$ cat config.mk
export PLATFORM = sky130hd
export DESIGN_NAME = serial_link_sched
export DESIGN_NICKNAME = d
export VERILOG_FILES = /design/src/rtl/serial_link_sched_pkg.sv /design/src/rtl/serial_link_sched_rr_arbiter.sv /design/src/rtl/serial_link_sched.sv
export SDC_FILE = /design/constraint.sdc
export NUM_CORES = 1
export LEC_CHECK = 0
export BUFFER_PORTS_ARGS = -buffer_cell sky130_fd_sc_hd__buf_2
export CAP_MARGIN = 20
export CORE_ASPECT_RATIO = 1.2
export CORE_MARGIN = 5
export CORE_UTILIZATION = 53
export DETAILED_ROUTE_END_ITERATION = 10
export HOLD_SLACK_MARGIN = 0.08
export PLACE_DENSITY = 0.84
export SLEW_MARGIN = 40
export SYNTH_ARGS = -nofsm -noshare
export SYNTH_HDL_FRONTEND = slang
export SYNTH_SLANG_ARGS = --single-unit
$ cat constraint.sdc
create_clock -name clk -period 4.3 [get_ports clk]
set_input_delay 0.43 -clock clk [delete_from_list [all_inputs] [get_ports clk]]
set_output_delay 0.43 -clock clk [all_outputs]
set_load 0.01 [all_outputs]
$ cat src/rtl/serial_link_sched_pkg.sv
// Shared definitions for the serial link scheduler: FSM state encoding and
// helpers for frame length and counter sizing.
package serial_link_sched_pkg;

    typedef enum logic [2:0] {
        ST_FLUSH,
        ST_IDLE,
        ST_LOAD,
        ST_SHIFT,
        ST_GAP
    } state_e;

    // One start bit followed by the payload bits.
    function automatic int frame_len(input int dw);
        return dw + 1;
    endfunction

    // The counter must hold 0..DW (FLUSH/SHIFT) and 0..GAP-1 (GAP).
    function automatic int cnt_width(input int dw, input int gap);
        int top;
        top = (frame_len(dw) > gap) ? frame_len(dw) : gap;
        return (top > 1) ? $clog2(top) : 1;
    endfunction

endpackage

$ cat src/rtl/serial_link_sched_rr_arbiter.sv
// Combinational round-robin arbiter: grants the first set request at or after
// the pointer, wrapping cyclically.
module rr_arbiter #(
    parameter  int NREQ = 4,
    localparam int IW   = $clog2(NREQ)
) (
    input  logic [NREQ-1:0] req_i,
    input  logic [IW-1:0]   ptr_i,
    output logic [NREQ-1:0] gnt_o,
    output logic [IW-1:0]   idx_o,
    output logic            any_o
);

    logic [IW-1:0] rot_idx [NREQ];

    // rot_idx[k] is the requester examined at priority rank k.
    for (genvar gi = 0; gi < NREQ; gi++) begin : g_rot
        assign rot_idx[gi] = IW'((int'(ptr_i) + gi) % NREQ);
    end

    always_comb begin
        gnt_o = '0;
        idx_o = '0;
        any_o = 1'b0;
        for (int k = 0; k < NREQ; k++) begin
            if (!any_o && req_i[rot_idx[k]]) begin
                any_o               = 1'b1;
                idx_o               = rot_idx[k];
                gnt_o[rot_idx[k]]   = 1'b1;
            end
        end
    end

endmodule

$ cat src/rtl/serial_link_sched.sv
// Round-robin scheduler sharing one serial transmitter between NREQ clients;
// sequences flush, load, shift and optional gap slots so frames arrive intact.
module serial_link_sched
    import serial_link_sched_pkg::*;
#(
    parameter  int NREQ = 4,
    parameter  int DW   = 8,
    parameter  int GAP  = 0,
    localparam int IW   = $clog2(NREQ),
    localparam int CW   = cnt_width(DW, GAP)
) (
    input  logic               clk,
    input  logic               rst,
    input  logic               en,
    input  logic [NREQ-1:0]    req,
    input  logic [NREQ*DW-1:0] req_data,
    output logic [NREQ-1:0]    gnt,
    output logic               sen,
    output logic [DW-1:0]      Din,
    output logic               busy,
    output logic [IW-1:0]      cur_id,
    output logic               done
);

    localparam logic [CW-1:0] LAST_BIT = CW'(frame_len(DW) - 1);
    localparam logic [CW-1:0] LAST_GAP = CW'((GAP > 0) ? GAP - 1 : 0);

    state_e          state_q, state_d;
    logic [CW-1:0]   cnt_q, cnt_d;
    logic [IW-1:0]   ptr_q, ptr_d;
    logic [NREQ-1:0] gnt_q, gnt_d;
    logic            sen_q, sen_d;
    logic [DW-1:0]   din_q, din_d;
    logic            busy_q, busy_d;
    logic [IW-1:0]   cur_id_q, cur_id_d;
    logic            done_q, done_d;

    logic [NREQ-1:0] arb_gnt;
    logic [IW-1:0]   arb_idx;
    logic            arb_any;
    logic            take;

    rr_arbiter #(.NREQ(NREQ)) u_arb (
        .req_i (req),
        .ptr_i (ptr_q),
        .gnt_o (arb_gnt),
        .idx_o (arb_idx),
        .any_o (arb_any)
    );

    always_comb begin
        state_d  = state_q;
        cnt_d    = cnt_q;
        ptr_d    = ptr_q;
        cur_id_d = cur_id_q;
        done_d   = 1'b0;
        take     = 1'b0;

        unique case (state_q)
            ST_FLUSH: begin
                if (cnt_q == LAST_BIT) begin
                    state_d = ST_IDLE;
                    cnt_d   = '0;
                end else begin
                    cnt_d = cnt_q + 1'b1;
                end
            end
            ST_IDLE: take = en && arb_any;
            ST_LOAD: begin
                state_d = ST_SHIFT;
                cnt_d   = '0;
            end
            ST_SHIFT: begin
                if (cnt_q == LAST_BIT) begin
                    // Receiver shows valid next cycle and ignores its input then.
                    done_d = 1'b1;
                    cnt_d  = '0;
                    if (GAP > 0) begin
                        state_d = ST_GAP;
                    end else begin
                        state_d = ST_IDLE;
                        take    = en && arb_any;
                    end
                end else begin
                    cnt_d = cnt_q + 1'b1;
                end
            end
            ST_GAP: begin
                if (cnt_q == LAST_GAP) begin
                    state_d = ST_IDLE;
                    cnt_d   = '0;
                    take    = en && arb_any;
                end else begin
                    cnt_d = cnt_q + 1'b1;
                end
            end
            default: state_d = ST_FLUSH;
        endcase

        if (take) begin
            state_d  = ST_LOAD;
            cur_id_d = arb_idx;
            ptr_d    = (arb_idx == IW'(NREQ - 1)) ? '0 : arb_idx + 1'b1;
        end

        // Outputs are registered, so they are derived from the next state.
        sen_d  = take;
        gnt_d  = take ? arb_gnt : '0;
        din_d  = take ? req_data[arb_idx*DW +: DW] : '0;
        busy_d = (state_d == ST_LOAD) || (state_d == ST_SHIFT);
    end

    always_ff @(posedge clk or posedge rst) begin
        if (rst) begin
            state_q  <= ST_FLUSH;
            cnt_q    <= '0;
            ptr_q    <= '0;
            gnt_q    <= '0;
            sen_q    <= 1'b0;
            din_q    <= '0;
            busy_q   <= 1'b0;
            cur_id_q <= '0;
            done_q   <= 1'b0;
        end else begin
            state_q  <= state_d;
            cnt_q    <= cnt_d;
            ptr_q    <= ptr_d;
            gnt_q    <= gnt_d;
            sen_q    <= sen_d;
            din_q    <= din_d;
            busy_q   <= busy_d;
            cur_id_q <= cur_id_d;
            done_q   <= done_d;
        end
    end

    assign gnt    = gnt_q;
    assign sen    = sen_q;
    assign Din    = din_q;
    assign busy   = busy_q;
    assign cur_id = cur_id_q;
    assign done   = done_q;

endmodule

==> metrics.md <==
| Metric | Value |
|---|---|
| Status | `finished clean` |
| Pwr Density | `about 670 mW/mm^2` |
| RSZ-0062 raised after global routing | `false` |
| CTS tree | `yes` |
| Met3 Use GR | `2.714%` |
| Fin. Hold Viols | `0` |
| Post-Syn Nets | `about 300` |
| Tmin final | `just over 3 ns` |
| Routability congestion estimate | `0.9178` |
| Number of I/O pins | `56` |
| Critical-path top delay cell | `dfrtp_1` |
| Mapped Cells | `242` |
| Final period utilization | `72.32%` |
| Lkg Pwr | `1.123 nW` |
| First-pass GRT wire length | `between 8000 and 9000 microns` |
| Setup TNS | `0 ns` |
| Max-Cap Viols | `0` |
| Fmax | `321.6 MHz` |
| Crit. Startpoint | `ptr_q[1]$_DFFE_PP0P_` |
| DR vias | `2088` |
| Global Route Usage Sum | `20.83%` |
| Sw Pwr | `743.7 uW` |
| Clock share of power | `13.1%` |
| Wire per inst | `16.40 microns` |
| Post-CTS setup buffer count | `0` |
| Post-synth top area share | `31.48%` |
| P&R area growth vs syn | `15.31%` |
| Synth Register Bits | `26` |
| CTS Hold Bufs | `0` |
| Place WS | `1.237 ns` |
| Worst-path clk slew | `0.10 ns` |
| Fraction of layout cells with a size suffix above 1 | `26.24%` |
| Least-Margin Pin Slew | `~0.71 ns` |
| Most Frequent Cell on Critical Path | `ha_1` |
| Final net count | `333` |
| Ant diodes | `0` |
| Critical Path Max Stage Delay | `roughly 0.6 ns` |
| # port buffers | `55` |
| Worst setup SP type | `flop` |
| Critical Path, Cell by Cell | `inv_1, ha_1, mux4_2, nand2b_1, nand2b_4, a21o_1, ha_1, or3_1, o21ai_0` |
| Core footprint | `0.003694 sq mm` |
| Final WS setup | `1.190 ns` |
| CP Class | `reg -> reg` |
| First-pass DRT Iterations | `5` |
| Iter 0 DRT Violations | `179` |
| # rows | `24` |
| Register area share after synthesis | `31.48%` |
| Comb pwr share | `64.0%` |
| Syn. warnings | `0` |
| Maximum vdd ir drop | `between 300 and 400 uV` |
| Crit Path Max Fanout | `10` |
| CTS resizes | `0` |
| Crit. End Element | `flop` |
| Synth async-reset ratio | `100.0%` |
| Root Buffer | `clkbuf_8` |
| GR Layer Usage met1 | `26.89%` |
| Global route total overflow | `0` |
| Final hold slack | `0.1956 ns` |
| Final setup viols | `0` |
| Internal power | `843.7 uW` |
| Vias in the first global route | `between 1500 and 2000` |
| Vias per cell | `6.251` |
| Most frequent cells in the layout | `buf_2, dfrtp_1, nand3_1` |
| Synth cell types | `45` |
| WL final | `~5500 microns` |
| Mean post-synth cell area | `8.541 sq um` |
| Sequential share of power | `23.0%` |
| Post-synthesis cell area | `0.002067 sq mm` |
| CTS sink count | `26` |
| Max-slew headroom | `52.16%` |
| Detailed Place HPWL | `4128 microns` |
| Clock Tree Buf Depth | `2` |
| Worst skew pair latency | `0.27 ns` |
| Die height | `78.41 microns` |
| Crit path DAT | `3.31 ns` |
| Die span in x | `67.01 microns` |
| Initial Utilization | `55.96%` |
| Clk_skew | `approximately 0.0080 ns` |
| Primary FF master, synth | `dfrtp_1` |
| Post-synth EDFFs | `0` |
| R2R Path Start | `ptr_q[1]$_DFFE_PP0P_` |
| Largest net degree at the start of global routing | `31` |
| Buf+Inv Stages, Crit Path | `1` |
| H-tree depth | `1` |
| Clock buffer count from CTS | `3` |
| Sw Ratio | `46.85%` |
| DRC errors left | `0` |
| Commonest non-fill, non-tap cell in the layout | `buf_2` |
| Cell taking the most area after synthesis | `dfrtp_1` |
| Worst hold-check path type | `in -> async` |
| Top cells by area, synth | `dfrtp_1, ha_1, nand3_1` |
| Gr busiest metal | `met2` |
| Initial antenna violation count | `0` |
| Post-route ant nets | `0` |
| Die area | `0.005254 sq mm` |
| Worst EP required | `about 4.5 ns` |
| Final slew viol count | `0` |
| M2 GR Usage | `between 30% and 40%` |
| Core Util, Final | `64.53%` |
| Delay-heaviest family, CP | `simple AND/OR/NAND/NOR gates` |
registers in the layout (all words and copies together) (netlist names):
name     flops
state_q      3
cnt_q        4
gnt          4
Din          8
ptr_q        2
done         1
busy         1
sen          1
cur_id       2
power by group through the flow:
stage | Combinational, mW | Clock (mW) | Sequential [mW]
after floorplan | 0.818 | 0 | 0.357
final | 1.02 | 0.207 | 0.365
after CTS | 1.01 | 0.210 | 0.365
after global placement | 0.973 | 0 | 0.367
after detailed placement | 1.00 | 0 | 0.369
after global routing | 1.12 | 0.218 | 0.377
cell usage after synthesis (all sizes together) (2+ instances only):
cell type / count
dfrtp: 26
nand3: 26
nor2: 19
nand2: 18
a21oi: 13
a221oi: 13
a22oi: 13
buf: 13
o22ai: 12
ha: 11
and3: 9
clkbuf: 9
inv: 9
o21ai: 7
mux2i: 5
nand2b: 5
nor2b: 4
mux2: 3
a21o: 2
mux4: 2
nor3: 2
nor3b: 2
o211ai: 2
or2: 2
routing by layer:
metal  up-vias  part of all wire [%]  wire, microns
met2       111                    50           2765
met3        11                   7.0            383
met1       995                    41           2252
li1        971                     -              -
met4         0                   1.4             76
met5         -                     0              0
cells by family (layout without fill, tap and decap cells):
kind of cell	count (synthesis)	count (layout)	synth area share (%)
adder cells (fa/ha/maj)	11	11	6.658
XOR/XNOR	2	2	0.8476
buffers and inverters	31	71	7.324
AO/OA/AOI/OAI	71	71	24.64
multiplexers	10	10	7.021
AND/OR/NAND/NOR	91	91	22.03
flip-flops	26	26	31.48
cell type report:
cell class                 instances  area, sq um
clock buffer                       3        41.29
sequential                        26        650.6
clock inverter                     1        30.03
timing repair buffer              58        297.8
tap                               52        65.06
multi-input combinational        185         1265
fill                             350         1310
inverter                           9        33.78
path summary, 6_finish.rpt:
| path | slack (ns) | depth (start not counted) | endpoint |
|---|---|---|---|
| max in group asynchronous | 3.73 | 2 | done$_DFF_PP0_ |
| hold reg to reg | 0.50 | 2 | cur_id[1]$_DFFE_PP0P_ |
| hold / removal | 0.20 | 2 | sen$_DFF_PP0_ |
| setup reg to reg | 1.19 | 9 | ptr_q[0]$_DFFE_PP0P_ |
| setup / recovery | 1.19 | 9 | ptr_q[0]$_DFFE_PP0P_ |
| min in group clk | 0.47 | 3 | Din[5]$_DFF_PP0_ |
per-stage QoR:
step | std cells | area (sq um) | power, mW
final | 334 | 2384 | 1.587
after global routing | 334 | 2384 | 1.716
after CTS | 334 | 2384 | 1.582
after detailed placement | 330 | 2312 | 1.372
after global placement | 330 | 2312 | 1.340
after floorplan | 242 | 2067 | 1.175
(Power assumes the default switching activity.)
